===== config.mk =====
export PLATFORM = sky130hd
export DESIGN_NAME = recip_sched_flat
export DESIGN_NICKNAME = d
export VERILOG_FILES = /design/src/rtl/recip_sched_if.sv /design/src/rtl/recip_sched.sv /design/src/flat_wrapper.sv
export SDC_FILE = /design/constraint.sdc
export NUM_CORES = 2
export LEC_CHECK = 0
export ABC_CLOCK_PERIOD_IN_PS = 15900
export BUFFER_PORTS_ARGS = -buffer_cell sky130_fd_sc_hd__buf_2
export CORE_MARGIN = 2
export CORE_UTILIZATION = 30
export CTS_CLUSTER_SIZE = 28
export DETAILED_ROUTE_END_ITERATION = 16
export MAX_ROUTING_LAYER = met4
export SLEW_MARGIN = 20
export SYNTH_ARGS = -nofsm -noshare
export SYNTH_HDL_FRONTEND = slang
export SYNTH_SLANG_ARGS = --single-unit
export TNS_END_PERCENT = 30

===== constraint.sdc =====
create_clock -name clk -period 15.9 [get_ports clk]
set_clock_uncertainty 0.05 [all_clocks]
set_input_delay 4.77 -clock clk [delete_from_list [all_inputs] [get_ports clk]]
set_output_delay 4.77 -clock clk [all_outputs]
set_load 0.02 [all_outputs]

===== src/rtl/recip_sched_if.sv =====
// rtl/recip_sched_if.sv - request, response and engine signals of the reciprocal scheduler
interface recip_sched_if #(
  parameter int N_REQ   = 2,
  parameter int Q_WIDTH = 64
);
  localparam int ID_W = $clog2(N_REQ);

  logic [N_REQ-1:0]         req_valid;
  logic [N_REQ-1:0]         req_ready;
  logic [N_REQ*Q_WIDTH-1:0] req_d;

  logic                     rsp_valid;
  logic                     rsp_ready;
  logic [ID_W-1:0]          rsp_id;
  logic [Q_WIDTH-1:0]       rsp_data;
  logic                     rsp_err;

  logic                     rcp_start;
  logic [Q_WIDTH-1:0]       rcp_x;
  logic [Q_WIDTH-1:0]       rcp_d;
  logic [Q_WIDTH-1:0]       rcp_result;
  logic                     rcp_done;

  modport master (
    output req_valid, req_d, rsp_ready, rcp_result, rcp_done,
    input  req_ready, rsp_valid, rsp_id, rsp_data, rsp_err, rcp_start, rcp_x, rcp_d
  );

  modport slave (
    input  req_valid, req_d, rsp_ready, rcp_result, rcp_done,
    output req_ready, rsp_valid, rsp_id, rsp_data, rsp_err, rcp_start, rcp_x, rcp_d
  );
endinterface


===== src/rtl/recip_sched.sv =====
// rtl/recip_sched.sv - round-robin scheduler sharing one Newton-Raphson reciprocal engine
// Range-checks D, seeds X0 = 48/17 - 32/17*D, runs the engine under a watchdog, returns id+result.
module recip_sched #(
  parameter int N_REQ   = 2,
  parameter int Q_INT   = 9,
  parameter int Q_FRAC  = 55,
  parameter int Q_WIDTH = Q_INT + Q_FRAC,
  parameter int TIMEOUT = 16
) (
  input  logic         clk,
  input  logic         reset,
  recip_sched_if.slave bus
);
  localparam int ID_W  = $clog2(N_REQ);
  localparam int CNT_W = $clog2(TIMEOUT + 1);
  localparam int CW    = Q_WIDTH + 7;

  // Seed constants rounded to nearest: (k * 2^Q_FRAC + 17/2) / 17
  localparam logic [CW-1:0] SCALE = CW'(1) << Q_FRAC;
  localparam logic [CW-1:0] C1_W  = (SCALE * CW'(48) + CW'(8)) / CW'(17);
  localparam logic [CW-1:0] C2_W  = (SCALE * CW'(32) + CW'(8)) / CW'(17);
  localparam logic [Q_WIDTH-1:0] C1 = C1_W[Q_WIDTH-1:0];
  localparam logic [Q_WIDTH-1:0] C2 = C2_W[Q_WIDTH-1:0];

  typedef enum logic [1:0] {IDLE, ISSUE, WAIT, RESP} state_t;

  state_t               state;
  logic [ID_W-1:0]      ptr;
  logic [CNT_W-1:0]     cnt;

  logic                 grant_any;
  logic [ID_W-1:0]      grant_idx;
  logic [Q_WIDTH-1:0]   d_sel;
  logic                 d_ok;
  logic [2*Q_WIDTH-1:0] prod;
  logic [Q_WIDTH-1:0]   seed;

  // First valid requester at or after the pointer, wrapping
  always_comb begin
    int j;
    j         = 0;
    grant_any = 1'b0;
    grant_idx = '0;
    for (int k = 0; k < N_REQ; k++) begin
      j = int'(ptr) + k;
      if (j >= N_REQ) j = j - N_REQ;
      if (!grant_any && bus.req_valid[j]) begin
        grant_any = 1'b1;
        grant_idx = ID_W'(j);
      end
    end
  end

  assign bus.req_ready = (state == IDLE && grant_any && !reset) ? (N_REQ'(1) << grant_idx) : '0;

  assign d_sel = bus.req_d[int'(grant_idx) * Q_WIDTH +: Q_WIDTH];
  assign d_ok  = (d_sel[Q_WIDTH-1:Q_FRAC] == '0) && d_sel[Q_FRAC-1];
  assign prod  = {{Q_WIDTH{1'b0}}, d_sel} * {{Q_WIDTH{1'b0}}, C2};
  assign seed  = C1 - Q_WIDTH'(prod >> Q_FRAC);

  always_ff @(posedge clk) begin
    if (reset) begin
      state         <= IDLE;
      ptr           <= '0;
      cnt           <= '0;
      bus.rsp_valid <= 1'b0;
      bus.rsp_id    <= '0;
      bus.rsp_data  <= '0;
      bus.rsp_err   <= 1'b0;
      bus.rcp_start <= 1'b0;
      bus.rcp_x     <= '0;
      bus.rcp_d     <= '0;
    end else begin
      bus.rcp_start <= 1'b0;
      case (state)
        IDLE: begin
          if (grant_any) begin
            ptr        <= (grant_idx == ID_W'(N_REQ - 1)) ? '0 : grant_idx + 1'b1;
            bus.rsp_id <= grant_idx;
            bus.rcp_d  <= d_sel;
            bus.rcp_x  <= seed;
            if (d_ok) begin
              bus.rcp_start <= 1'b1;
              state         <= ISSUE;
            end else begin
              bus.rsp_err   <= 1'b1;
              bus.rsp_data  <= '0;
              bus.rsp_valid <= 1'b1;
              state         <= RESP;
            end
          end
        end
        ISSUE: begin
          cnt   <= '0;
          state <= WAIT;
        end
        WAIT: begin
          cnt <= cnt + 1'b1;
          // A done arriving on the last allowed cycle still counts as success
          if (bus.rcp_done) begin
            bus.rsp_data  <= bus.rcp_result;
            bus.rsp_err   <= 1'b0;
            bus.rsp_valid <= 1'b1;
            state         <= RESP;
          end else if (cnt == CNT_W'(TIMEOUT - 1)) begin
            bus.rsp_data  <= '0;
            bus.rsp_err   <= 1'b1;
            bus.rsp_valid <= 1'b1;
            state         <= RESP;
          end
        end
        RESP: begin
          if (bus.rsp_ready) begin
            bus.rsp_valid <= 1'b0;
            state         <= IDLE;
          end
        end
        default: state <= IDLE;
      endcase
    end
  end
endmodule


===== src/flat_wrapper.sv =====
// flat-port wrapper written by rule: the top's interface ports become plain ports
module recip_sched_flat 
#(
  parameter int N_REQ   = 2,
  parameter int Q_INT   = 9,
  parameter int Q_FRAC  = 55,
  parameter int Q_WIDTH = Q_INT + Q_FRAC,
  parameter int TIMEOUT = 16
)
  (clk, reset, bus_req_valid, bus_req_d, bus_rsp_ready, bus_rcp_result, bus_rcp_done, bus_req_ready, bus_rsp_valid, bus_rsp_id, bus_rsp_data, bus_rsp_err, bus_rcp_start, bus_rcp_x, bus_rcp_d);
  recip_sched_if #(.N_REQ(N_REQ), .Q_WIDTH(Q_WIDTH)) bus_i ();
  input  logic clk;
  input  logic reset;
  input wire logic [$bits(bus_i.req_valid)-1:0] bus_req_valid;
  input wire logic [$bits(bus_i.req_d)-1:0] bus_req_d;
  input wire logic [$bits(bus_i.rsp_ready)-1:0] bus_rsp_ready;
  input wire logic [$bits(bus_i.rcp_result)-1:0] bus_rcp_result;
  input wire logic [$bits(bus_i.rcp_done)-1:0] bus_rcp_done;
  output wire logic [$bits(bus_i.req_ready)-1:0] bus_req_ready;
  output wire logic [$bits(bus_i.rsp_valid)-1:0] bus_rsp_valid;
  output wire logic [$bits(bus_i.rsp_id)-1:0] bus_rsp_id;
  output wire logic [$bits(bus_i.rsp_data)-1:0] bus_rsp_data;
  output wire logic [$bits(bus_i.rsp_err)-1:0] bus_rsp_err;
  output wire logic [$bits(bus_i.rcp_start)-1:0] bus_rcp_start;
  output wire logic [$bits(bus_i.rcp_x)-1:0] bus_rcp_x;
  output wire logic [$bits(bus_i.rcp_d)-1:0] bus_rcp_d;
  assign bus_i.req_valid = bus_req_valid;
  assign bus_i.req_d = bus_req_d;
  assign bus_i.rsp_ready = bus_rsp_ready;
  assign bus_i.rcp_result = bus_rcp_result;
  assign bus_i.rcp_done = bus_rcp_done;
  assign bus_req_ready = bus_i.req_ready;
  assign bus_rsp_valid = bus_i.rsp_valid;
  assign bus_rsp_id = bus_i.rsp_id;
  assign bus_rsp_data = bus_i.rsp_data;
  assign bus_rsp_err = bus_i.rsp_err;
  assign bus_rcp_start = bus_i.rcp_start;
  assign bus_rcp_x = bus_i.rcp_x;
  assign bus_rcp_d = bus_i.rcp_d;
  recip_sched #(.N_REQ(N_REQ), .Q_INT(Q_INT), .Q_FRAC(Q_FRAC), .Q_WIDTH(Q_WIDTH), .TIMEOUT(TIMEOUT)) u_core (.clk(clk), .reset(reset), .bus(bus_i));
endmodule

Yosys cells after proc, flatten, opt, wreduce, memory -nomap -nowiden
Index checks and enable logic that the tools add are counted.
{"block": "word_totals", "ff_bits": 204, "latchBits": 0, "ramBits": 0, "mem_bits_ro": 0, "input_bits": 198, "elab_cells": 84, "n_memories": 0}
{"block": "classes", "add_sub_neg": 6, "mul": 1, "div": 0, "n_lt_le_gt_ge": 4, "eq_ne": 8, "n_shift": 2, "mux": 35, "bitwise_logic": 2, "reduce_logical": 16}
{"operator": "two-way mux 64 bit", "n": 4}
{"operator": "one-hot mux 64 bit (2 select lines)", "n": 1}
{"operator": "indexed part select 128 x 8 -> 64 bit", "n": 1}
{"operator": "multiplier 64 x 56 -> 119 bit (second input constant)", "n": 1}
{"operator": "< comparator 32 x 3 -> 1 bit (second input constant)", "n": 2}
{"operator": "two-way mux 32 bit", "n": 2}
{"operator": "subtractor 57 x 64 -> 64 bit (first input constant)", "n": 1}
{"operator": ">= comparator 32 x 3 -> 1 bit (second input constant)", "n": 1}
{"operator": "subtractor 32 x 3 -> 32 bit (second input constant)", "n": 1}
{"operator": "two-way mux 1 bit", "n": 18}
{"operator": "two-way mux 2 bit", "n": 6}
{"operator": "one-hot mux 5 bit (2 select lines)", "n": 1}
{"operator": "zero test 9 bit", "n": 1}
{"operator": "one-hot mux 2 bit (4 select lines)", "n": 1}
{"operator": "adder 5 x 1 -> 5 bit (second input constant)", "n": 1}
{"operator": "equality test 5 x 4 -> 1 bit (second input constant)", "n": 1}
{"operator": "AND reduction 5 bit", "n": 1}
{"operator": "equality test 2 bit (second input constant)", "n": 2}
{"operator": "logical AND 1 bit", "n": 4}
{"operator": "!= test 2 bit (second input constant)", "n": 2}
{"operator": "AND reduction 4 bit", "n": 1}
{"operator": "nonzero test 2 bit", "n": 2}
{"operator": "!= test 3 x 2 -> 1 bit (second input constant)", "n": 1}
{"operator": "one-hot mux 1 bit (3 select lines)", "n": 1}
{"operator": "other kinds (15)", "n": 17}

Longest topological paths before layout
{"block": "logic_depth", "ltp_word": 15, "mapped_depth": 44, "ltp_nobuf": 41}

Least setup slack after synthesis
Ideal clock, no wire load.
{"block": "synth_timing", "kind": "input to register", "startpoint": "in bus_req_valid[1]", "endpoint": "reg u_core.bus.rcp_x[61]", "setup_time_ps": 120, "arrival_time_ps": 15966, "t_required_ps": 15730, "slack_ps": -236, "stages": 38, "path_buffers": 6, "cell_sequence": "clkbuf_1 > nand2_1 > clkbuf_1 > clkbuf_1 > clkbuf_1 > mux2i_1 > inv_1 > ha_1 > fa_1 > inv_1 > fa_1 > inv_1 > fa_1 > fa_1 > fa_1 > fa_1 > inv_1 > fa_1 > [2 not listed] > ha_1 > buf_2 > nand4_1 > or4_1 > nand3_1 > nor4_4 > a211oi_4 > a41oi_2 > xnor2_1 > or4b_1 > buf_2 > nor4b_2 > o2111a_2 > o211a_1 > o31ai_2 > or4_4 > and4_4 > o31a_1"}
{"block": "synth_via", "elab_chain_cells": 10, "word_cells_on_any_way": 16, "cone_classes": "1 x add/sub; 1 x mul; 1 x shift; 10 x mux; 3 x reduce/logical"}
{"item": "start: declaration", "line": "flat_wrapper.sv:14", "rtl": "input wire logic [$bits(bus_i.req_valid)-1:0] bus_req_valid;"}
{"item": "two-way mux 1 bit (not written as such) (3 in a row)", "line": "recip_sched.sv:47", "rtl": "if (!grant_any && bus.req_valid[j]) begin"}
{"item": "two-way mux 1 bit", "line": "recip_sched.sv:47"}
{"item": "zero test 1 bit", "line": "recip_sched.sv:47"}
{"item": "logical AND 1 bit", "line": "recip_sched.sv:47"}
{"item": "two-way mux 1 bit *", "line": "recip_sched.sv:47"}
{"item": "indexed part select 128 x 8 -> 64 bit *", "line": "recip_sched.sv:56", "rtl": "assign d_sel = bus.req_d[int'(grant_idx) * Q_WIDTH +: Q_WIDTH];"}
{"item": "named net u_core.d_sel[23]", "line": "recip_sched.sv:33", "rtl": "logic [Q_WIDTH-1:0] d_sel;"}
{"item": "multiplier 64 x 56 -> 119 bit *", "line": "recip_sched.sv:58", "rtl": "assign prod = {{Q_WIDTH{1'b0}}, d_sel} * {{Q_WIDTH{1'b0}}, C2};"}
{"item": "subtractor 57 x 64 -> 64 bit *", "line": "recip_sched.sv:59", "rtl": "assign seed = C1 - Q_WIDTH'(prod >> Q_FRAC);"}
{"item": "end signal: assignment", "line": "recip_sched.sv:71", "rtl": "bus.rcp_x <= '0;"}
{"item": "end signal: assignment", "line": "recip_sched.sv:81", "rtl": "bus.rcp_x <= seed;"}
{"item": "end: declaration", "line": "recip_sched_if.sv:31", "rtl": "output req_ready, rsp_valid, rsp_id, rsp_data, rsp_err, rcp_start, rcp_x, rcp_d"}
The timed path passes the listed nets; every way through them passes the cells marked *. The select of a mux whose other input is x is not followed.
A chain may end at the register's enable or synchronous reset.

Worst setup path after layout
{"block": "layout_timing", "startpoint": "in bus_req_valid[0]", "endpoint": "reg u_core.bus.rcp_x[61]"}
The elaborated chain is that of the path after synthesis.

==> results by group <==
Routing
  • First-pass DRT Iterations: 5
  • WL per Instance: 28.4 um
  • WL final: 288,000 um
  • Final ANT Viol Nets: 0
  • Iter 0 DRT Violations: 3,853
  • Vias per inst: 4.93
  • DRC viols: 0
  • Vias: 49,941

Timing
  • Setup violators final: 0
  • Max-slew violations: 0
  • Fmax: 0.0637 GHz
  • PnR worst setup slack: 190 ps
  • Hold slack: 406 ps
  • Worst slew margin: 0.337
  • Final period util: 0.988
  • Hold Fails Final Rpt: 0
  • Slew @ Worst Pin: 995 ps
  • Min Tclk post-route: 15,710 ps
  • Setup_tns: 0 ps

Place
  • HPWL Detailed: 266,000 um
  • Pre-CTS WS: -925 ps
  • Port-buffer cells: 395
  • Dpl cells: 10,076
  • RePlAce Congestion: 1.04

Die
  • Total Die Area: 210,000 sq um
  • Core ar.: 205,000 sq um
  • Initial core utilization: 0.302
  • Chip Width: 458 um
  • Num rows: 166
  • # IOs: 396
  • Die Height: 458 um

Clocking
  • Number of CTS-inserted buffers: 23
  • CTS root buf: clkbuf_16
  • Hold Buf Count CTS: 0
  • CTS H-tree depth: 1
  • Clock Tree Buf Depth: 3
  • Clock insertion delay at the later pin of the skew report: 600 ps
  • CTS tree: built
  • CTS Sinks: 204
  • Reg clk slew, reported paths: 70 ps

Finish
  • Final net count: 9,941
  • Area growth syn-to-layout: 19.8%
  • Share of cells above drive strength 1: 0.178
  • Fin cells: 10,130

Synthesis
  • Top_reg_cell synth: dfxtp_1
  • Syn Inst Count: 6,338
  • Syn Nets: 8,860
  • Cell area after synthesis: 61,800 sq um
  • Distinct cells, synth: 101
  • Yosys reg bits: 204
  • Synth area leader: fa_1
  • Register area share after synthesis: 0.0661
  • Ys async rst share: 0
  • Synth top area share: 0.437
  • Synth Warn #: 0
  • Synth top area cells: fa_1 44%, ha_1 20%, inv_1 11%
  • Number of enable flip-flop cells after synthesis: 0
  • Synth Area per Inst: 9.74 sq um

Global route
  • Largest net degree at the start of global routing: 96
  • Initial antenna violation count: 7
  • GRT Total Usage: 0.285
  • Global-route wire length before repair: 408,000 um
  • Number of global-route vias before repair: 54,724
  • Global route overflow: 0

Setup path
  • CP Capture Type: flip-flop
  • Critical Path AT: 16,150 ps
  • CP Launch Type: primary input
  • Crit path top cell by count: fa_1
  • CP Buf/Inv Count: 7
  • Crit Path Class: primary input to flip-flop
  • Worst Setup SP: bus_req_valid[0]
  • RR Startpoint: u_core.ptr$_SDFFE_PP0P_
  • Critical path fanouts, max: 22
  • Delay of the slowest critical-path stage: 650 ps
  • Critical path required time: 16,340 ps
  • Worst path top cell family by delay: adder cells
  • Critical-path top delay cell: fa_1

Worst hold path
  • Hold Crit Start: u_core.bus.rcp_x[26]$_SDFFE_PP0P_
  • Min-Delay Path Class: flip-flop to flip-flop

Status
  • Status: finished clean

Flow run
  • Max Cap Viol: 0
==> metal layers <==
layer  global-route usage  part of all wire  vias to the layer above
met1                0.350              0.41                    25679
met4                0.163             0.077                        0
met5                    -                 0                        -
li1                     -                 -                    22005
met2                0.458              0.47                     1750
met3               0.0306             0.049                      507
==> state kept, by name, indices dropped and copies added (netlist names) <==
signal                count
u_core.bus.rcp_d         64
u_core.bus.rcp_start      1
u_core.bus.rcp_x         64
u_core.bus.rsp_data      64
u_core.bus.rsp_err        1
u_core.bus.rsp_id         1
u_core.bus.rsp_valid      1
u_core.cnt                5
u_core.ptr                1
u_core.state              2
==> placed cells by master (no fill, tap or decap), types with 17 or more instances in the layout <==
cell and count:
inv_1 1787, nand2_1 249, clkbuf_16 23, a211oi_1 93, buf_4 750, or2_2 17, nand2b_1 19, o21ai_0 105
nand3_1 43, o21bai_1 19, a21o_1 56, mux2i_1 34, a21oi_1 199, nor3_1 71, o211ai_1 27, xor2_1 40
and3_1 30, and2_1 29, fa_1 1348, nand4_1 57, dfxtp_1 204, buf_2 394, o21ai_1 24, buf_12 37
a31oi_1 23, xnor2_1 77, ha_1 970, a22oi_1 69, nor2_1 335
==> worst reg2reg max path: cells and delay by family (launching register included) <==
family | cells | cell delay (ps)
compound gates | 12 | 2580
xor+xnor | 3 | 750
fa+ha+maj | 10 | 4630
buf+inv | 6 | 950
flops | 1 | 320
mux | 1 | 390
simple gates | 7 | 2060
==> cells in the mapped netlist, drive strengths merged, types with 9 or more instances <==
cell type,n
a211oi,95
a21boi,9
a21o,56
a21oi,205
a221oi,10
a22oi,70
a311oi,19
a31oi,24
and2,30
and3,32
and4,13
buf,32
clkbuf,94
dfxtp,204
fa,1349
ha,975
inv,1794
mux2i,48
nand2,252
nand2b,19
nand3,43
nand3b,12
nand4,59
nor2,336
nor2b,12
nor3,76
nor4,12
o211ai,28
o21a,15
o21ai,131
o21bai,19
o311ai,10
o31ai,18
or2,20
or3,16
xnor2,79
xor2,40
==> cells by family after synthesis <==
group	count (synthesis)	share of synthesized area
compound gates	764	0.0827
xor+xnor	119	0.0169
fa+ha+maj	2324	0.635
buf+inv	1923	0.118
flops	204	0.0661
mux	50	0.00814
simple gates	954	0.0736
==> final cells by class <==
cell class	instances	area (sq um)
diodes	6	15.0
clock buffers	28	594
clock inverters	14	165
fillers	20974	131000
inverters	1797	6750
multi-input cells	4211	50600
flip-flops and latches	204	4080
well taps	2688	3360
repair buffers	1182	8350
==> repair_timing <==
action / CTS / global route
setup buffers: 1 / 5
endpoints found under the setup margin: 19 / 23
resized for setup: 11 / 37
pin swaps: 0 / 4
==> path summary, 6_finish.rpt <==
path / end / slack, ps / cells past startpoint
setup / recovery: u_core.bus.rcp_x[61]$_SDFFE_PP0P_ / 190 / 40
hold / removal: u_core.bus.rcp_x[26]$_SDFFE_PP0P_ / 410 / 2
setup reg to reg: u_core.bus.rcp_x[61]$_SDFFE_PP0P_ / 4090 / 39
hold reg to reg: u_core.bus.rcp_x[26]$_SDFFE_PP0P_ / 410 / 2
==> per-stage QoR <==
stage	instance area (sq um)	util
floorplan	61800	-
global placement	72900	0.357
detailed placement	72900	0.357
CTS	73700	0.360
global route	74000	0.362
finish	74000	0.362
Power is not shown: default switching activity piles up to over one toggle a cycle in this logic, so the estimate is an artifact.
